[src/rtl/ps2_host_tx.sv]
// PS/2 host-to-device transmitter: inhibits the bus, issues a request-to-send, then
// shifts one byte + odd parity out on device clock falls and checks the device ACK.
module ps2_host_tx #(
    parameter int INHIBIT_CYCLES = 5000,
    parameter int TIMEOUT_CYCLES = 1000000,
    parameter int FILTER_LEN     = 8
) (
    input  logic       CLOCK,
    input  logic       reset,
    input  logic [7:0] txData,
    input  logic       txStart,
    input  logic       ps2ckIn,
    input  logic       ps2dtIn,
    output logic       ps2ckOe,
    output logic       ps2dtOe,
    output logic       busy,
    output logic       done,
    output logic       error,
    output logic [2:0] state_o
);

    localparam int TW = $clog2(TIMEOUT_CYCLES + 1);
    localparam int IW = $clog2(INHIBIT_CYCLES + 1);
    localparam int FW = $clog2(FILTER_LEN + 1);

    typedef enum logic [2:0] {
        S_IDLE     = 3'd0,
        S_INHIBIT  = 3'd1,
        S_SHIFT    = 3'd2,
        S_ACK      = 3'd3,
        S_WAITIDLE = 3'd4,
        S_DONE     = 3'd5,
        S_FAIL     = 3'd6
    } state_t;

    state_t         state_q;
    logic [7:0]     data_q;
    logic           parity_q;
    logic [3:0]     bit_idx_q;
    logic [IW-1:0]  inh_cnt_q;
    logic [TW-1:0]  tmo_q;
    logic           ck_oe_q;
    logic           dt_oe_q;
    logic           busy_q;
    logic           done_q;
    logic           error_q;

    logic           ck_meta_q;
    logic           ck_sync_q;
    logic           dt_meta_q;
    logic           dt_sync_q;
    logic           ck_filt_q;
    logic           ck_filt_d;
    logic [FW-1:0]  filt_cnt_q;
    logic [FW-1:0]  filt_cnt_d;
    logic           fall_q;
    logic           tmo_expired;

    // Filtered clock only follows the synchronized pin after FILTER_LEN equal samples.
    always_comb begin
        ck_filt_d  = ck_filt_q;
        filt_cnt_d = '0;
        if (ck_sync_q != ck_filt_q) begin
            if (filt_cnt_q == FW'(FILTER_LEN - 1)) begin
                ck_filt_d = ck_sync_q;
            end else begin
                filt_cnt_d = filt_cnt_q + FW'(1);
            end
        end
    end

    always_ff @(posedge CLOCK or posedge reset) begin
        if (reset) begin
            ck_meta_q  <= 1'b1;
            ck_sync_q  <= 1'b1;
            dt_meta_q  <= 1'b1;
            dt_sync_q  <= 1'b1;
            ck_filt_q  <= 1'b1;
            filt_cnt_q <= '0;
            fall_q     <= 1'b0;
        end else begin
            ck_meta_q  <= ps2ckIn;
            ck_sync_q  <= ck_meta_q;
            dt_meta_q  <= ps2dtIn;
            dt_sync_q  <= dt_meta_q;
            ck_filt_q  <= ck_filt_d;
            filt_cnt_q <= filt_cnt_d;
            fall_q     <= ck_filt_q & ~ck_filt_d;
        end
    end

    // A fall in the same cycle always beats the timeout.
    assign tmo_expired = !fall_q && (tmo_q == TW'(TIMEOUT_CYCLES - 1));

    always_ff @(posedge CLOCK or posedge reset) begin
        if (reset) begin
            state_q   <= S_IDLE;
            data_q    <= '0;
            parity_q  <= 1'b0;
            bit_idx_q <= '0;
            inh_cnt_q <= '0;
            tmo_q     <= '0;
            ck_oe_q   <= 1'b0;
            dt_oe_q   <= 1'b0;
            busy_q    <= 1'b0;
            done_q    <= 1'b0;
            error_q   <= 1'b0;
        end else begin
            done_q  <= 1'b0;
            error_q <= 1'b0;
            if (state_q inside {S_SHIFT, S_ACK, S_WAITIDLE}) begin
                tmo_q <= fall_q ? '0 : tmo_q + TW'(1);
            end
            case (state_q)
                S_IDLE: begin
                    if (txStart) begin
                        data_q    <= txData;
                        parity_q  <= ~^txData;
                        busy_q    <= 1'b1;
                        ck_oe_q   <= 1'b1;
                        dt_oe_q   <= (INHIBIT_CYCLES == 1);
                        inh_cnt_q <= '0;
                        state_q   <= S_INHIBIT;
                    end
                end
                S_INHIBIT: begin
                    if (inh_cnt_q == IW'(INHIBIT_CYCLES - 1)) begin
                        ck_oe_q   <= 1'b0;
                        bit_idx_q <= '0;
                        tmo_q     <= '0;
                        state_q   <= S_SHIFT;
                    end else begin
                        inh_cnt_q <= inh_cnt_q + IW'(1);
                        // Start bit goes out in the last inhibit cycle.
                        if (inh_cnt_q == IW'(INHIBIT_CYCLES - 2)) begin
                            dt_oe_q <= 1'b1;
                        end
                    end
                end
                S_SHIFT: begin
                    if (fall_q) begin
                        bit_idx_q <= bit_idx_q + 4'd1;
                        if (bit_idx_q < 4'd8) begin
                            dt_oe_q <= ~data_q[bit_idx_q[2:0]];
                        end else if (bit_idx_q == 4'd8) begin
                            dt_oe_q <= ~parity_q;
                        end else begin
                            dt_oe_q <= 1'b0;
                            state_q <= S_ACK;
                        end
                    end else if (tmo_expired) begin
                        dt_oe_q <= 1'b0;
                        ck_oe_q <= 1'b0;
                        busy_q  <= 1'b0;
                        error_q <= 1'b1;
                        state_q <= S_FAIL;
                    end
                end
                S_ACK: begin
                    if (fall_q && !dt_sync_q) begin
                        state_q <= S_WAITIDLE;
                    end else if (fall_q || tmo_expired) begin
                        dt_oe_q <= 1'b0;
                        ck_oe_q <= 1'b0;
                        busy_q  <= 1'b0;
                        error_q <= 1'b1;
                        state_q <= S_FAIL;
                    end
                end
                S_WAITIDLE: begin
                    if (ck_filt_q && dt_sync_q) begin
                        busy_q  <= 1'b0;
                        done_q  <= 1'b1;
                        state_q <= S_DONE;
                    end else if (tmo_expired) begin
                        dt_oe_q <= 1'b0;
                        ck_oe_q <= 1'b0;
                        busy_q  <= 1'b0;
                        error_q <= 1'b1;
                        state_q <= S_FAIL;
                    end
                end
                S_DONE, S_FAIL: begin
                    state_q <= S_IDLE;
                end
                default: begin
                    state_q <= S_IDLE;
                end
            endcase
        end
    end

    assign ps2ckOe = ck_oe_q;
    assign ps2dtOe = dt_oe_q;
    assign busy    = busy_q;
    assign done    = done_q;
    assign error   = error_q;
    assign state_o = state_q;

endmodule

[config.mk]
export PLATFORM = sky130hd
export DESIGN_NAME = ps2_host_tx
export DESIGN_NICKNAME = d
export VERILOG_FILES = /design/src/rtl/ps2_host_tx.sv
export SDC_FILE = /design/constraint.sdc
export NUM_CORES = 1
export LEC_CHECK = 0
export CELL_PAD_IN_SITES_DETAIL_PLACEMENT = 0
export CELL_PAD_IN_SITES_GLOBAL_PLACEMENT = 1
export CORE_MARGIN = 2
export CORE_UTILIZATION = 30
export DETAILED_ROUTE_END_ITERATION = 10
export PLACE_DENSITY_LB_ADDON = 0.3
export SYNTH_ARGS = -nofsm -noshare
export SYNTH_HDL_FRONTEND = slang
export SYNTH_SLANG_ARGS = --single-unit
[constraint.sdc]
create_clock -name CLOCK -period 4 [get_ports CLOCK]
set_input_delay 0.6 -clock CLOCK [delete_from_list [all_inputs] [get_ports CLOCK]]
set_output_delay 0.6 -clock CLOCK [all_outputs]
set_load 0.01 [all_outputs]
==> results by group <==
Floorplan
  • Die ar.: 12,200 um2
  • Die Y-Extent: 111 um
  • Core Region: 10,900 um2
  • Ports: 21
  • Initial Util: 0.311
  • Std cell rows: 38
  • Die Wd: approximately 110 um

Clock tree
  • Worst-path clk slew: 0.05 ns
  • CTS Root Cell: clkbuf_16
  • H-tree levels: 3
  • CTS Buffer Depth: 2
  • TritonCTS clock tree: done
  • Worst-skew pair later-pin latency: between 0.3 and 0.4 ns
  • CTS hold repair buffers: 0
  • Post-CTS Setup Inserts: 0
  • Clock buffer count from CTS: 9
  • Post-cts resize count: 0
  • CTS Sinks: 64

Yosys
  • Mapped Nets: 375
  • Post-synth ARST share: 1.00
  • Area contributors post-synth: dfrtp_1 43%, xnor2_1 7.7%, nor2_1 4.9%
  • Area leader, netlist: dfrtp_1
  • Most frequent cell after synthesis: dfrtp_1
  • Synthesized area: 3400 um2
  • Synth warn: 0
  • Cell variety after synth: 60
  • Syn_area_per_cell: 9.56 um2
  • Post-synthesis cell count: 356
  • Yosys top cell area share: 0.434
  • Synth Register Bits: 64
  • Top post-synthesis cells by count: 59 x dfrtp_1, 44 x nor2_1, 43 x nand2_1
  • Ys flop type: dfrtp_1
  • Post-synth EDFFs: 0
  • Register area share after synthesis: 0.472

Finish
  • Synth-to-layout area growth: 20.3%
  • Layout cell share with drive strength beyond 1: 0.102
  • Number of fill cells: approximately 1,100
  • ANT cells: 0
  • Final Non-Filler Cells: 524
  • Final #Nets: roughly 400

Detailed routing
  • Post-route ant nets: 0
  • Avg Vias per Cell: 4.96
  • WL final: 7600 um
  • Routed WL per cell: 14.5 um
  • DRT iter0 DRCs: 106
  • DR vias: 2,599
  • Drt first pass iters: 4
  • Residual DRC: 0

Worst hold path
  • Hold path start: ck_meta_q$_DFF_PP1_
  • Hold Crit Class: flip-flop to flip-flop

Global routing
  • Grt total ovfl: 0
  • Pin count of the biggest net entering global routing: 44
  • GRT Total Usage: 0.135
  • Global-route wire length before repair: 13,500 um
  • Vias in the first global route: 2,715
  • Initial antenna violation count: 0

STA
  • Actual slew at the worst max-slew pin: 0.918 ns
  • Pins Over Slew Limit: 0
  • Tcrit/Tclk final: 0.594
  • Clock Skew: 0.00426 ns
  • Worst Slack Setup Final: 1.62 ns
  • Fmax: between 400 and 500 MHz
  • Hold Slack: approximately 0.36 ns
  • RSZ-0062 raised after global routing: false
  • Final setup viols: 0
  • Final setup TNS: 0 ns
  • Rel. slew slack: 0.387
  • Hold Vio Cnt, Final: 0
  • Fin crit period: between 2 and 2.5 ns

Setup path
  • Critical Path Source Type: flip-flop
  • R2R Path Start: inh_cnt_q[4]$_DFFE_PP0P_
  • CP required: 4.19 ns
  • Worst-path maximum fanout: 20
  • Critical path startpoint: inh_cnt_q[4]$_DFFE_PP0P_
  • Critical Path End Type: flip-flop
  • Crit path kind: flip-flop to flip-flop
  • Crit path DAT: 2.56 ns

Power and ir drop
  • Pwr Density: slightly above 600 nW/um2
  • Peak supply drop: 0.000212 V
  • Tot Pwr: around 2.5 mW
  • Leak pwr: roughly 1.7 nW

Flow run
  • Max-Cap Viols: 0

Placed design
  • DP HPWL: 5410 um
  • DP Worst Slack: 1.47 ns
  • Routability cong.: 0.775
  • Buffers added on ports: 20
  • Dpl cells: between 500 and 600

Outcome
  • Outcome: finished, final reports clean
[layer usage]
layer  global-route usage  vias to the layer above  part of all wire
li1                     -                     1300                 -
met1                0.177                     1260              0.46
met2                0.222                       28              0.49
met3               0.0241                       11             0.024
met4               0.0550                        0             0.018
met5                    0                        -                 0
[critical path, cell delays in order, from the launching register on]
cell     delay, ns
dfrtp_1       0.41
or4b_4        0.58
nor3_1        0.31
and3_1        0.28
a21o_1        0.53
nor2_1        0.12
[sequential cells by signal, summed over array words and instances, names as in the netlist, 3 cells and up]
signal	count
filt_cnt_q	4
inh_cnt_q	13
data_q	8
tmo_q	20
state_o	3
bit_idx_q	4
[stage by stage]
stage	util	cell area, um2
2_1_floorplan	-	3400
3_3_place_gp	0.343	3750
3_5_place_dp	0.343	3750
4_1_cts	0.374	4090
5_1_grt	0.374	4090
6_report	0.374	4090
[cell usage in the layout, fill, tap and decap left out, types with 3 or more instances in the layout]
cell             instances
and3_1                   3
nand2_1                 43
bufinv_16                3
ha_1                     6
nor4_1                   6
mux2_2                   4
nor3b_1                  4
o31ai_1                  3
a21oi_1                 11
xor2_1                   6
a31oi_1                  4
xnor2_1                 30
or4_1                    4
nand3_1                 13
o2111ai_1                3
nor2_1                  44
clkbuf_16                9
buf_4                    3
clkdlybuf4s50_1         20
nand3b_1                 3
o21ai_0                  6
nor3_1                  19
and2_1                   3
dfrtp_1                 59
o211ai_1                 4
nand4_1                  8
dfstp_2                  5
inv_1                   14
nand2b_1                 3
[cells by family (layout without fill, tap and decap cells)]
logic type / Yosys count / count (layout) / synth area share
AOI/OAI and AO/OA: 47 / 47 / 0.0941
xor gates and xnor gates: 36 / 36 / 0.0926
adders and majority gates: 6 / 6 / 0.0221
buffers and inverters: 26 / 54 / 0.0320
DFF: 64 / 64 / 0.472
muxes: 7 / 7 / 0.0294
and+or+nand+nor: 170 / 170 / 0.257
[cell type report]
type,instances,area (um2),share of cell area
clock inverter,7,120,0.0293
multi-input combinational,266,1690,0.412
tap,140,175,0.0428
sequential,64,1610,0.393
clock buffer,9,225,0.0550
timing repair buffer,23,223,0.0544
inverter,15,56.3,0.0138
[power by group]
group	internal, mW	switching, mW	total, mW
Clock	0.609	0.293	0.902
Combinational	0.297	0.336	0.633
Sequential	0.792	0.170	0.962
[final timing paths]
path,depth (start not counted),to,slack (ns)
max,5,tmo_q[13]$_DFF_PP0_,1.62
min,0,ck_sync_q$_DFF_PP1_,0.36
max reg2reg,5,tmo_q[13]$_DFF_PP0_,1.62
min reg2reg,0,ck_sync_q$_DFF_PP1_,0.36
max in group asynchronous,3,dt_meta_q$_DFF_PP1_,2.43
min in group asynchronous,2,filt_cnt_q[2]$_DFF_PP0_,0.80
Power figures use the tool's default switching activity.
